<file path="src/rtl/tea_round_engine.sv">
// Iterative TEA block cipher: UNROLL chained TEA cycles per clock, one 64-bit block per
// transaction, with valid/ready handshakes on the request and result sides.
module tea_round_engine #(
    parameter int          ROUNDS = 32,
    parameter int          UNROLL = 1,
    parameter logic [31:0] DELTA  = 32'h9e3779b9
) (
    input  logic         clk,
    input  logic         rst_n,
    input  logic         in_valid,
    output logic         in_ready,
    input  logic         in_mode,
    input  logic [127:0] in_key,
    input  logic [31:0]  in_a,
    input  logic [31:0]  in_b,
    output logic         out_valid,
    input  logic         out_ready,
    output logic [31:0]  out_a,
    output logic [31:0]  out_b,
    output logic         out_mode,
    output logic         busy
);

    // Handshakes: a transfer happens on a rising edge where valid and ready are both high.
    // in_ready is high only in IDLE and out_valid only in DONE, so at most one side can
    // transfer on any edge, and a request cannot be accepted on the same edge as a drain.

    if (ROUNDS < 1 || (UNROLL != 1 && UNROLL != 2 && UNROLL != 4 && UNROLL != 8) ||
        (ROUNDS % UNROLL) != 0) begin : g_param_check
        $error("tea_round_engine: ROUNDS must be >= 1 and a multiple of UNROLL (1, 2, 4 or 8)");
    end

    localparam int          N       = ROUNDS / UNROLL;
    localparam int          CW      = $clog2(N + 1);
    localparam logic [31:0] SUM_DEC = DELTA * 32'(ROUNDS);

    localparam logic [1:0] S_IDLE = 2'd0;
    localparam logic [1:0] S_RUN  = 2'd1;
    localparam logic [1:0] S_DONE = 2'd2;

    logic [1:0]    state;
    logic [31:0]   v0;
    logic [31:0]   v1;
    logic [31:0]   sum;
    logic [CW-1:0] cnt;
    logic          run_mode;
    logic [127:0]  key;

    logic [31:0] nxt_v0;
    logic [31:0] nxt_v1;
    logic [31:0] nxt_sum;

    function automatic logic [31:0] tea_f(input logic [31:0] v, input logic [31:0] ka,
                                          input logic [31:0] kb, input logic [31:0] s);
        return ((v << 4) + ka) ^ (v + s) ^ ((v >> 5) + kb);
    endfunction

    // One clock's worth of rounds; each cycle sees the previous cycle's words and sum.
    always_comb begin
        nxt_v0  = v0;
        nxt_v1  = v1;
        nxt_sum = sum;
        for (int i = 0; i < UNROLL; i++) begin
            if (!run_mode) begin
                nxt_sum = nxt_sum + DELTA;
                nxt_v0  = nxt_v0 + tea_f(nxt_v1, key[127:96], key[95:64], nxt_sum);
                nxt_v1  = nxt_v1 + tea_f(nxt_v0, key[63:32], key[31:0], nxt_sum);
            end else begin
                nxt_v1  = nxt_v1 - tea_f(nxt_v0, key[63:32], key[31:0], nxt_sum);
                nxt_v0  = nxt_v0 - tea_f(nxt_v1, key[127:96], key[95:64], nxt_sum);
                nxt_sum = nxt_sum - DELTA;
            end
        end
    end

    always_ff @(posedge clk or negedge rst_n) begin
        if (!rst_n) begin
            state    <= S_IDLE;
            v0       <= '0;
            v1       <= '0;
            sum      <= '0;
            cnt      <= '0;
            run_mode <= 1'b0;
            key      <= '0;
            out_a    <= '0;
            out_b    <= '0;
            out_mode <= 1'b0;
        end else begin
            case (state)
                S_IDLE: begin
                    if (in_valid) begin
                        v0       <= in_a;
                        v1       <= in_b;
                        key      <= in_key;
                        run_mode <= in_mode;
                        sum      <= in_mode ? SUM_DEC : 32'd0;
                        cnt      <= CW'(N);
                        state    <= S_RUN;
                    end
                end
                S_RUN: begin
                    v0  <= nxt_v0;
                    v1  <= nxt_v1;
                    sum <= nxt_sum;
                    cnt <= cnt - CW'(1);
                    // Result registers change only here, so they hold through DONE and IDLE.
                    if (cnt == CW'(1)) begin
                        out_a    <= nxt_v0;
                        out_b    <= nxt_v1;
                        out_mode <= run_mode;
                        state    <= S_DONE;
                    end
                end
                S_DONE: begin
                    if (out_ready) begin
                        state <= S_IDLE;
                    end
                end
                default: state <= S_IDLE;
            endcase
        end
    end

    assign in_ready  = (state == S_IDLE);
    assign busy      = (state == S_RUN);
    assign out_valid = (state == S_DONE);

endmodule

</file>
<file path="config.mk">
export PLATFORM = sky130hd
export DESIGN_NAME = tea_round_engine
export DESIGN_NICKNAME = d
export VERILOG_FILES = /design/src/rtl/tea_round_engine.sv
export SDC_FILE = /design/constraint.sdc
export NUM_CORES = 2
export LEC_CHECK = 0
export CAP_MARGIN = 5
export CORE_MARGIN = 2
export CORE_UTILIZATION = 50
export DETAILED_ROUTE_END_ITERATION = 6
export GPL_TIMING_DRIVEN = 0
export PLACE_DENSITY = 0.72
export SYNTH_ARGS = -nofsm -noshare
export SYNTH_HDL_FRONTEND = slang
export SYNTH_SLANG_ARGS = --single-unit
</file>
<file path="constraint.sdc">
create_clock -name clk -period 9.2 [get_ports clk]
set_clock_uncertainty 0.1 [all_clocks]
set_input_delay 1.84 -clock clk [delete_from_list [all_inputs] [get_ports clk]]
set_output_delay 1.84 -clock clk [all_outputs]
set_load 0.05 [all_outputs]
</file>
==> metrics.log <==
[metrics] proportion of netlist area held by the largest area contributor: 0.203
[metrics] most frequent CP cell: sky130_fd_sc_hd__xnor2_2
[metrics] critical path class: flop to flop
[metrics] via density per instance: 6.29
[metrics] Synth Register Bits: 298
[metrics] clock period minus worst slack: 9.97 ns
[metrics] max frequency: 100 MHz
[metrics] n_diodes: 0
[metrics] row count: 99
[metrics] Crit. End Element: flop
[metrics] synthesis-to-layout area growth: 28.9%
[metrics] count of H-tree levels built during CTS: 2
[metrics] maximum number of pins on one net before global-route repair: 107
[metrics] Top Layer Used: met5
[metrics] die outline area: 0.0755 mm^2
[metrics] post-synthesis area per instance: 8.02 um^2
[metrics] final worst setup slack: -0.770 ns
[metrics] wire length of the first global-routing pass: 227,000 um
[metrics] number of clock sinks seen by CTS: 298
[metrics] stage delay of the slowest cell on the critical path: 0.59 ns
[metrics] cell with the biggest individual delay on the critical path: sky130_fd_sc_hd__xor2_1
[metrics] Global Route Usage Sum: 0.409
[metrics] Synth Net Count: 5,266
[metrics] violated checks: capacitance limit, slew limit, setup timing
[metrics] final routed wire length divided by cell count: 26.4 um
[metrics] Slew headroom: -0.0188
[metrics] buffer depth of the longest clock path: 3
[metrics] Critical Path AT: 10.30 ns
[metrics] required time at the endpoint of the critical path: 9.53 ns
[metrics] GPL Wtd Cong: 1.03
[metrics] global-route congestion overflow total: 0
[metrics] NumNets Final: 5,755
[metrics] share of async-settable or async-resettable flops after synthesis: 1.00
[metrics] Buffers on Ports: 264
[metrics] met2 WL post-DR: 66,900 um
[metrics] commonest register cell after synthesis: sky130_fd_sc_hd__dfrtp_1
[metrics] Hold Fails Final Rpt: 0
[metrics] max-cap violations: 1
[metrics] distinct cell type count of the synthesized netlist: 88
[metrics] fraction of final layout cells sized beyond drive strength 1: 0.156
[metrics] total via count after detailed routing: 38.1k
[metrics] Starting Density: 0.503
[metrics] # hold bufs at CTS: 0
[metrics] Final Setup Violations: 36
[metrics] EDFF count, synth: 0
[metrics] Die W: 275 um
[metrics] Final period util: 1.08
[metrics] met1 wire length: 64,600 um
[metrics] first-iteration detailed-routing DRC count: 3,819
[metrics] DP HPWL: 125,000 um
[metrics] height of the die: 275 um
[metrics] unrepaired setup endpoints after global routing: yes
[metrics] result of the run: finished with violations
[metrics] Skew-Pair Late Insertion Delay: 0.61 ns
[metrics] launching element type of the critical path: flop
[metrics] fin. max-slew vios: 11
[metrics] actual transition at the worst max-transition pin: 1.53 ns
[metrics] routed wire length: 160,000 um
[metrics] post-CTS clock slew at the launch and capture registers of the worst setup and hold paths: 0.08 ns
[metrics] share of the yosys chip area belonging to registers: 0.203
[metrics] number of search-and-repair iterations in the first detailed-routing pass: 6
[metrics] core area: 0.0728 mm^2
[metrics] path category of the worst min-delay check: flop to flop
[metrics] number of global-route vias before repair: 36.1k
[metrics] number of instances in the synthesized netlist: 4,570
[metrics] number of top-level pins: 265
[metrics] pre-CTS setup slack: -3.22 ns
[metrics] top cell type by total area after synthesis: sky130_fd_sc_hd__dfrtp_1
[metrics] TritonCTS clock tree: yes
[metrics] Worst Path Max Fanout: 6
[metrics] number of antenna violations at the first check in global routing: 3
[metrics] met3 wire len: 19,500 um
[metrics] total clock buffers created by CTS: 38
[metrics] number of synthesis warnings: 0
[metrics] Mapped Area: 0.0367 mm^2
[metrics] Clock Root Buffer: sky130_fd_sc_hd__clkbuf_16
[metrics] cell types occupying the most area after synthesis: sky130_fd_sc_hd__dfrtp_1 20%, sky130_fd_sc_hd__ha_1 16%, sky130_fd_sc_hd__xnor2_1 14%
[metrics] post-route DRC violation count: 0
[metrics] final antenna-violating net count: 0
## worst max-delay path, delay by kind of cell (launching register included)
| kind | cells | cell delay (ns) |
|---|---|---|
| AO/OA/AOI/OAI | 10 | 2.23 |
| buffers and inverters | 5 | 0.73 |
| XOR/XNOR | 14 | 3.21 |
| flip-flops | 1 | 0.50 |
| adder cells (fa/ha/maj) | 4 | 1.31 |
| AND/OR/NAND/NOR | 9 | 1.66 |
## synthesized netlist by cell type (38+ instances only)
| library cell | instances |
|---|---|
| sky130_fd_sc_hd__ha_1 | 483 |
| sky130_fd_sc_hd__clkbuf_1 | 104 |
| sky130_fd_sc_hd__and3_1 | 38 |
| sky130_fd_sc_hd__xnor2_1 | 601 |
| sky130_fd_sc_hd__o21bai_1 | 48 |
| sky130_fd_sc_hd__nor3_1 | 43 |
| sky130_fd_sc_hd__o21a_1 | 59 |
| sky130_fd_sc_hd__nand3_1 | 82 |
| sky130_fd_sc_hd__nand2_1 | 678 |
| sky130_fd_sc_hd__a21oi_1 | 389 |
| sky130_fd_sc_hd__a21o_1 | 248 |
| sky130_fd_sc_hd__nor2_1 | 237 |
| sky130_fd_sc_hd__a22oi_1 | 60 |
| sky130_fd_sc_hd__o21ai_0 | 371 |
| sky130_fd_sc_hd__dfrtp_1 | 298 |
| sky130_fd_sc_hd__a211oi_1 | 47 |
| sky130_fd_sc_hd__xor2_1 | 124 |
| sky130_fd_sc_hd__nand2b_1 | 67 |
| sky130_fd_sc_hd__inv_1 | 124 |
| sky130_fd_sc_hd__nor2b_1 | 48 |
## registers in the layout, summed over array words and instances, names as in the netlist
signal,cells
key,128
v1,32
out_mode,1
sum,32
cnt,6
run_mode,1
out_a,32
out_b,32
v0,32
state,2
## cells in the final DEF (no fill, tap or decap), types with 26 or more instances in the layout
master	count
sky130_fd_sc_hd__nor2b_1	42
sky130_fd_sc_hd__dfrtp_1	285
sky130_fd_sc_hd__a211oi_1	31
sky130_fd_sc_hd__nand3_1	74
sky130_fd_sc_hd__xnor2_2	118
sky130_fd_sc_hd__clkbuf_16	39
sky130_fd_sc_hd__o21a_1	58
sky130_fd_sc_hd__nand4_1	26
sky130_fd_sc_hd__xor2_1	95
sky130_fd_sc_hd__a22oi_1	59
sky130_fd_sc_hd__nor3_1	41
sky130_fd_sc_hd__clkbuf_1	102
sky130_fd_sc_hd__clkdlybuf4s50_1	263
sky130_fd_sc_hd__ha_1	397
sky130_fd_sc_hd__a21o_1	248
sky130_fd_sc_hd__nor2_1	221
sky130_fd_sc_hd__ha_4	75
sky130_fd_sc_hd__o21ai_1	55
sky130_fd_sc_hd__o21bai_1	45
sky130_fd_sc_hd__and3_1	35
sky130_fd_sc_hd__a21oi_2	61
sky130_fd_sc_hd__a21oi_1	319
sky130_fd_sc_hd__nand2b_1	64
sky130_fd_sc_hd__o21ai_0	303
sky130_fd_sc_hd__nand2_1	663
sky130_fd_sc_hd__buf_4	170
sky130_fd_sc_hd__inv_1	119
sky130_fd_sc_hd__xnor2_1	468
sky130_fd_sc_hd__o211ai_1	34
## layout make-up
type / count / area, um^2
Inverter: 125 / 472
Clock inverter: 19 / 228
Tap cell: 959 / 1200
Multi-Input combinational cell: 4028 / 32200
Timing Repair Buffer: 452 / 4230
Fill cell: 6233 / 25600
Sequential cell: 298 / 7480
Clock buffer: 49 / 1060
Buffer: 116 / 452
## layer usage
layer | track usage | up-vias
li1 | - | 17300
met2 | 0.614 | 2058
met4 | 0.181 | 4
met1 | 0.545 | 18200
met5 | 0 | -
met3 | 0.117 | 417
## metrics by stage
stage          instance area [um^2]  instances  hold slack (ns)  TNS (ns)  utilization
2_1_floorplan                 36700       4570            0.346         0            -
3_3_place_gp                  40500       5793            0.362  -2263.63        0.556
3_5_place_dp                  40600       5796            0.369   -111.14        0.557
4_1_cts                       45800       5992            0.382     -3.96        0.629
5_1_grt                       47300       6046            0.401    -20.48        0.649
6_report                      47300       6046            0.382    -11.73        0.649
## final timing paths
check	startpoint	end	slack [ns]	depth (start not counted)
min in group asynchronous	rst_n	state[0]	0.98	1
min	out_a[5]	out_a[5]	0.38	2
max reg2reg	sum[0]	v1[31]	-0.77	42
min reg2reg	out_a[5]	out_a[5]	0.38	2
max	sum[0]	v1[31]	-0.77	42
max in group asynchronous	rst_n	key[104]	6.81	3
## kinds of logic after synthesis
kind of cell,synth area share
buffers and inverters,0.0250
AO/OA/AOI/OAI,0.257
multiplexers,0.00816
XOR/XNOR,0.177
AND/OR/NAND/NOR,0.156
flip-flops,0.203
adder cells (fa/ha/maj),0.174
## timing repair
| item | in CTS | in global routing |
|---|---|---|
| resized for setup | 516 | 186 |
| pin swaps | 218 | 136 |
| setup endpoints to repair | 76 | 60 |
| buffers inserted | 132 | 53 |
| hold endpoints to repair | 0 | 0 |
Power is not shown: default switching activity piles up to over one toggle a cycle in this logic, so the estimate is an artifact.
